===== config.mk =====
export PLATFORM = sky130hd
export DESIGN_NAME = pe_schedule_controller
export DESIGN_NICKNAME = d
export VERILOG_FILES = /design/src/rtl/pe_schedule_controller.sv
export SDC_FILE = /design/constraint.sdc
export NUM_CORES = 1
export LEC_CHECK = 0
export CAP_MARGIN = 20
export CORE_MARGIN = 3
export CORE_UTILIZATION = 32
export CTS_BUF_LIST = sky130_fd_sc_hd__clkbuf_4 sky130_fd_sc_hd__clkbuf_8 sky130_fd_sc_hd__clkbuf_16
export DETAILED_ROUTE_END_ITERATION = 10
export SYNTH_ARGS = -nofsm -noshare
export SYNTH_HDL_FRONTEND = slang
export SYNTH_SLANG_ARGS = --single-unit

===== constraint.sdc =====
create_clock -name clk -period 1.3 [get_ports clk]
set_input_delay 0.26 -clock clk [delete_from_list [all_inputs] [get_ports clk]]
set_output_delay 0.26 -clock clk [all_outputs]
set_load 0.05 [all_outputs]

===== src/rtl/pe_schedule_controller.sv =====
// Eyeriss PE pass sequencer: loads the filter and ifmap scratchpads through
// their read controllers, then sweeps 1-D convolution windows through the
// MAC and hands each finished psum downstream under valid/ready.
module pe_schedule_controller #(
  parameter int FILT_LEN  = 4,
  parameter int IFMAP_LEN = 16,
  parameter int STRIDE    = 1,
  parameter int ADDR_W    = 4
) (
  input  logic              clk,
  input  logic              rst,
  input  logic              start,
  input  logic              filt_done,
  input  logic              ifmap_done,
  input  logic              psum_ready,
  output logic              start_filt,
  output logic              start_ifmap,
  output logic              rd_clr,
  output logic [ADDR_W-1:0] filt_addr,
  output logic [ADDR_W-1:0] ifmap_addr,
  output logic              mac_en,
  output logic              acc_clr,
  output logic              psum_valid,
  output logic              busy,
  output logic              done
);

  localparam int NOUT = (IFMAP_LEN - FILT_LEN) / STRIDE + 1;
  localparam logic [ADDR_W-1:0] K_LAST   = ADDR_W'(FILT_LEN - 1);
  localparam logic [ADDR_W-1:0] O_LAST   = ADDR_W'(NOUT - 1);
  localparam logic [ADDR_W:0]   STRIDE_W = (ADDR_W + 1)'(STRIDE);

  typedef enum logic [2:0] {
    S_IDLE, S_LOAD_F, S_LOAD_I, S_MAC, S_DRAIN, S_OUT, S_DONE
  } state_t;

  state_t            r_ps, w_ns;
  logic [ADDR_W-1:0] r_k, r_o, w_k_nxt, w_o_nxt;
  logic              r_first;   // first cycle after any state change
  logic [ADDR_W:0]   w_ifa;

  // Window base plus tap, one bit wider than the scratchpad address.
  assign w_ifa = ({1'b0, r_o} * STRIDE_W) + {1'b0, r_k};

  // State, tap/output counters and state-entry flag.
  always_ff @(posedge clk) begin
    if (rst) begin
      r_ps    <= S_IDLE;
      r_k     <= '0;
      r_o     <= '0;
      r_first <= 1'b0;
    end else begin
      r_ps    <= w_ns;
      r_k     <= w_k_nxt;
      r_o     <= w_o_nxt;
      r_first <= (w_ns != r_ps);
    end
  end

  // Next state, counter updates and Moore outputs.
  always_comb begin
    w_ns        = r_ps;
    w_k_nxt     = r_k;
    w_o_nxt     = r_o;
    start_filt  = 1'b0;
    start_ifmap = 1'b0;
    rd_clr      = 1'b0;
    filt_addr   = '0;
    ifmap_addr  = '0;
    mac_en      = 1'b0;
    acc_clr     = 1'b0;
    psum_valid  = 1'b0;
    busy        = 1'b0;
    done        = 1'b0;
    case (r_ps)
      S_IDLE: begin
        if (start) w_ns = S_LOAD_F;
      end
      S_LOAD_F: begin
        busy       = 1'b1;
        start_filt = r_first;
        if (filt_done) w_ns = S_LOAD_I;
      end
      S_LOAD_I: begin
        busy        = 1'b1;
        start_ifmap = r_first;
        if (ifmap_done) begin
          w_ns    = S_MAC;
          w_k_nxt = '0;
          w_o_nxt = '0;
        end
      end
      S_MAC: begin
        busy       = 1'b1;
        mac_en     = 1'b1;
        acc_clr    = (r_k == '0);
        filt_addr  = r_k;
        ifmap_addr = ADDR_W'(w_ifa);
        if (r_k == K_LAST) begin
          w_ns    = S_DRAIN;
          w_k_nxt = '0;
        end else begin
          w_k_nxt = r_k + ADDR_W'(1);
        end
      end
      S_DRAIN: begin
        // Covers the single-cycle MAC latency before the psum is final.
        busy = 1'b1;
        w_ns = S_OUT;
      end
      S_OUT: begin
        busy       = 1'b1;
        psum_valid = 1'b1;
        if (psum_ready) begin
          if (r_o == O_LAST) begin
            w_ns = S_DONE;
          end else begin
            w_o_nxt = r_o + ADDR_W'(1);
            w_ns    = S_MAC;
          end
        end
      end
      S_DONE: begin
        busy   = 1'b1;
        done   = 1'b1;
        rd_clr = 1'b1;
        w_ns   = S_IDLE;
      end
      default: w_ns = S_IDLE;
    endcase
  end

endmodule


# --- Word-level counts from Yosys, hierarchy flattened ---
# Cells that the tools add are included.
word_totals:
  ff_bits: 12
  in_bits: 6
  out_inout_bits: 16
  elab_cells: 48
classes:
  add_sub_neg: 3
  n_eq_ne: 12
  mux: 22
  n_reduce_logical: 7
op_table:
  columns: ["operator", "count"]
  rows:
  - ["$mux 4", 6]
  - ["$mux 3", 6]
  - ["$pmux 3 s6", 1]
  - ["$pmux 4 s2", 2]
  - ["$eq 3x3->1 const B", 3]
  - ["$add 4x1->4 const B", 2]
  - ["$mux 1", 7]
  - ["$eq 3x2->1 const B", 2]
  - ["$ne 2x2->1 const B", 3]
  - ["$reduce_or 6->1", 1]
  - ["$add 4x4->4", 1]
  - ["$eq 4x2->1 const B", 1]
  - ["$eq 4x4->1 const B", 1]
  - ["$logic_not 4->1", 1]
  - ["$reduce_and 4->1", 1]
  - ["$reduce_bool 2->1", 2]
  - ["$eq 3x1->1 const B", 1]
  - ["$logic_not 3->1", 1]
  - ["$ne 3x3->1", 1]
  - ["$reduce_and 2->1", 1]

# --- Longest topological paths before layout ---
logic_depth:
  word_depth: 5
  ltp_mapped: 6
  ltp_nobuf: 6

# --- Least setup slack after synthesis ---
# Ideal clock, no wire load.
synth_timing:
  kind: "flip-flop to output port"
  from: "register r_ps[0]"
  to: "output port acc_clr"
  arrival_time_ns: 2.312
  required_time_ns: 1.040
  path_slack_ns: -1.272
  path_stages_with_launch: 5
  path_buffers: 2
  cell_sequence: "dfxtp_1 buf_6 nand3b_4 buf_6 nor4b_1"
synth_between:
  elab_chain_cells: 2
synth_lines:
  columns: ["item", "line_no", "source"]
  rows:
  - ["start: declaration", "37", "state_t r_ps, w_ns;"]
  - ["start signal: assignment", "53", "r_ps <= w_ns;"]
  - ["$eq 3x2->1", "75", "case (r_ps)"]
  - ["$mux 1", "75", null]
  - ["end: declaration", "22", "output logic acc_clr,"]
# Every way passes these cells.

# --- Final worst setup path ---
layout_timing:
  from: "register r_o[1]"
  to: "output port ifmap_addr[3]"
layout_between:
  elab_chain_cells: 2
layout_lines:
  columns: ["item", "line_no", "source"]
  rows:
  - ["start: declaration", "38", "logic [ADDR_W-1:0] r_k, r_o, w_k_nxt, w_o_nxt;"]
  - ["start signal: assignment", "55", "r_o <= w_o_nxt;"]
  - ["$add 4x4->4", "43", "assign w_ifa = ({1'b0, r_o} * STRIDE_W) + {1'b0, r_k};"]
  - ["$mux 4", "75", null]
  - ["end: declaration", "20", "output logic [ADDR_W-1:0] ifmap_addr,"]
# Every way passes these cells.

==> summary.md <==
| Metric | Value |
|---|---|
| Layout-stage area growth over the synthesis result | `123%` |
| Worst max-slew margin expressed relative to the limit | `82.3%` |
| Min Clock Period, post-route | `1.82 ns` |
| Worst hold path type | `reg -> reg` |
| CTS tree | `yes` |
| Count of pins over their slew limit | `0` |
| Cell Count Post-Placement | `193` |
| Filler instances | `183` |
| Max-Cap Viols | `0` |
| Arrival time at the worst endpoint | `1.56 ns` |
| Total congestion overflow | `0` |
| Maximum number of pins on one net before global-route repair | `13` |
| Average wire per cell in the routed design | `14.9 µm` |
| Number of global-route vias before repair | `1090` |
| Initial antenna violation count | `0` |
| Clk_lat worst skew | `0.27 ns` |
| GRT Total Usage | `17.1%` |
| Failing checks | `setup timing` |
| Worst Setup End Kind | `output pin` |
| Count of nets left with antenna violations after detail routing | `0` |
| Vias per cell | `5.02` |
| Clock slew at reported path FFs | `0.08 ns` |
| Die boundary height | `61.0 µm` |
| End of the critical path | `ifmap_addr[3]` |
| Final non-filler cell total | `220` |
| Worst clock skew on the final layout | `0.00190 ns` |
| Number of hold-slack violations in the final timing report | `0` |
| Dpl hpwl | `2110 µm` |
| Maximum fanout count along the critical path | `3` |
| Sequential fraction of the synthesis area | `24.8%` |
| Number of levels the H-tree was split into | `1` |
| Mean instance size in the synthesized netlist | `8.29 µm²` |
| Status | `complete, but fails checks` |
| Worst setup path start | `r_o[1]` |
| VDD IR max | `0.387 mV` |
| Post-Synthesis Cell Area | `970 µm²` |
| Unrepaired setup endpoints after global routing | `yes` |
| PnR worst setup slack | `-0.523 ns` |
| Clock root cell | `sky130_fd_sc_hd__clkbuf_4` |
| Leakage power | `0.921 nW` |
| Post-synthesis compound-gate area fraction | `15.5%` |
| Ports placed on the boundary | `22` |
| Power density normalized to cell area | `469 nW/µm²` |
| Maximum number of buffers from clock root to sink | `2` |
| Inserted Clock Buffers | `3` |
| Post-Layout Inst Area | `2160 µm²` |
| Routed Wire Length | `3290 µm` |
| Worst reg-to-reg setup slack | `-0.24 ns` |
| Multiplexer share of the synthesized area | `4.65%` |
| Startpoint of the worst register-to-register path | `r_o[0]` |
| Yosys warning count | `0` |
| Worst endpoint required time | `1.04 ns` |
| Finish-stage setup viols | `25` |
| Summed negative setup slack over all endpoints | `-5.80 ns` |
| FFs w/ async S/R, synth | `0%` |
| Gate count of the mapped netlist | `117` |
| Top cells by area in the synthesized netlist | `sky130_fd_sc_hd__dfxtp_1 (25%), sky130_fd_sc_hd__ha_1 (9.0%), sky130_fd_sc_hd__nor2_1 (6.6%), sky130_fd_sc_hd__a21oi_1 (3.1%), sky130_fd_sc_hd__mux2i_1 (3.1%)` |
| Largest family of logic cells by synthesized area | `simple AND/OR/NAND/NOR gates` |
| Row cnt | `19` |
| Cells on worst reg2reg path | `8` |
| Top_reg_cell synth | `sky130_fd_sc_hd__dfxtp_1` |
| Synthesized-area fraction occupied by adder cells | `11.1%` |
| Clk sink count | `12` |
| Max Clock Freq | `0.549 GHz` |
| Top cells by count, synth | `sky130_fd_sc_hd__nor2_1 (17), sky130_fd_sc_hd__dfxtp_1 (12), sky130_fd_sc_hd__ha_1 (7), sky130_fd_sc_hd__inv_1 (7), sky130_fd_sc_hd__a21oi_1 (6)` |
| DR iter-0 viols | `14` |
| Area share of the largest cell type after synthesis | `24.8%` |
| DRC viols | `0` |
| Post-placement worst setup slack | `-0.292 ns` |
| Overall die area | `3730 µm²` |
| Placed instance area | `1720 µm²` |
| Number of flops mapped to enable cells by yosys | `0` |
| Initial core utilization | `34.3%` |
| Parity-gate share of the synthesized area counting xor and xnor cells | `4.52%` |
| Placeable core region | `2830 µm²` |
| Fin util | `76.3%` |
| Cell type with the highest aggregate area in the netlist | `sky130_fd_sc_hd__dfxtp_1` |
| Layout cell share with drive strength beyond 1 | `71.4%` |
| Nets in the synthesized netlist | `131` |
| Port Buf Inserts | `21` |
| Final Net Count | `204` |
| End of the worst register-to-register path | `r_o[1]` |
| Placer congestion estimate | `0.767` |
| Number of antenna diodes | `0` |
| Global-route wire length before repair | `4680 µm` |
| Total via count in the routed design | `1104` |
| Worst-Margin Slew | `0.265 ns` |
| Seq cells post-synth | `12` |
| Cell with the most instances after synthesis | `sky130_fd_sc_hd__nor2_1` |
| Die X | `61.0 µm` |
| Share of the clock period used by the worst path | `140%` |
| Number of distinct library cell variants in the gate-level netlist after synthesis | `47` |
| Startpoint Class | `register` |
| Pre-antenna DRT Iters | `4` |
| Area fraction in and, or, nand and nor cells after synthesis | `31.4%` |
| Hold buffer count at CTS | `0` |
| Startpoint-to-endpoint class of the critical path | `reg -> out` |
metal layers:
metal	vias up	routed length, µm	global-route usage, %	share of wire [%]
li1	549	-	-	-
met1	526	1270	18.5	39
met2	22	1870	32.5	57
met3	7	103	2.52	3.1
met4	0	49	7.12	1.5
met5	-	0	0	0
timing repair:
action / in CTS / in global routing
pin swaps: 22 / 10
buffers inserted: 15 / 10
setup endpoints to repair: 25 / 27
gates resized for setup: 38 / 26
cells by family (layout without fill, tap and decap cells):
kind of cell / count (synthesis) / in the layout
AND/OR/NAND/NOR: 51 / 51
multiplexers: 4 / 4
XOR/XNOR: 5 / 5
AO/OA/AOI/OAI: 22 / 22
adder cells (fa/ha/maj): 8 / 8
flip-flops: 12 / 12
buffers and inverters: 15 / 87
power by group:
group | switching, mW | internal (mW)
sequential | 0.0189 | 0.375
clock | 0.130 | 0.140
combinational | 0.152 | 0.197
worst min path at each step:
| stage | start | to | slack (ns) | cells after the start |
|---|---|---|---|---|
| floorplan | rst | r_ps[0] | 0.42 | 2 |
| global placement | r_k[3] | r_k[2] | 0.53 | 2 |
| detailed placement | r_k[3] | r_k[2] | 0.55 | 2 |
| CTS | r_k[3] | r_k[2] | 0.57 | 2 |
| global route | r_k[3] | r_k[2] | 0.57 | 2 |
| finish | r_k[3] | r_k[2] | 0.56 | 2 |
registers in the layout, indices dropped and copies added, names as in the netlist:
| name | cells |
|---|---|
| r_first | 1 |
| r_k | 4 |
| r_ps | 3 |
| r_o | 4 |
critical path: stages (launching register included):
cell and delay [ns]:
sky130_fd_sc_hd__dfxtp_2 0.33, sky130_fd_sc_hd__ha_1 0.28, sky130_fd_sc_hd__a21o_1 0.17, sky130_fd_sc_hd__a21oi_2 0.17, sky130_fd_sc_hd__xnor2_2 0.15, sky130_fd_sc_hd__nor2_4 0.05, sky130_fd_sc_hd__buf_12 0.14
stage by stage:
stage                     total power [mW]  hold WS (ns)
after detailed placement             0.670         0.553
after global placement               0.665         0.527
after CTS                            0.989         0.570
after floorplan                      0.556         0.415
final                                 1.01         0.562
after global routing                  1.06         0.570
cell usage in the layout (no fill, tap or decap), types with 2 or more instances in the layout:
cell	n
sky130_fd_sc_hd__a21oi_1	2
sky130_fd_sc_hd__a21oi_2	5
sky130_fd_sc_hd__and2_4	3
sky130_fd_sc_hd__and3_4	2
sky130_fd_sc_hd__and3b_2	2
sky130_fd_sc_hd__buf_12	18
sky130_fd_sc_hd__buf_4	35
sky130_fd_sc_hd__buf_6	16
sky130_fd_sc_hd__clkbuf_4	4
sky130_fd_sc_hd__clkdlybuf4s50_1	5
sky130_fd_sc_hd__dfxtp_1	4
sky130_fd_sc_hd__dfxtp_2	4
sky130_fd_sc_hd__dfxtp_4	4
sky130_fd_sc_hd__ha_1	4
sky130_fd_sc_hd__ha_4	3
sky130_fd_sc_hd__inv_1	3
sky130_fd_sc_hd__inv_2	3
sky130_fd_sc_hd__mux2i_1	3
sky130_fd_sc_hd__nand2_1	3
sky130_fd_sc_hd__nand3_1	2
sky130_fd_sc_hd__nand3_2	2
sky130_fd_sc_hd__nor2_1	6
sky130_fd_sc_hd__nor2_2	3
sky130_fd_sc_hd__nor2_4	8
sky130_fd_sc_hd__nor3_1	2
sky130_fd_sc_hd__nor3_4	2
sky130_fd_sc_hd__o21ai_1	3
sky130_fd_sc_hd__o21ai_2	2
sky130_fd_sc_hd__xnor2_1	2
area by class of cell:
cell class                 count  area (µm²)  share of cell area [%]
multi-input combinational     90         923                    42.8
timing repair buffer          75         868                    40.2
sequential                    12         260                    12.1
tap                           31        38.8                    1.80
inverter                       8        37.5                    1.74
clock buffer                   4        30.0                    1.39
Power figures use the tool's default switching activity.
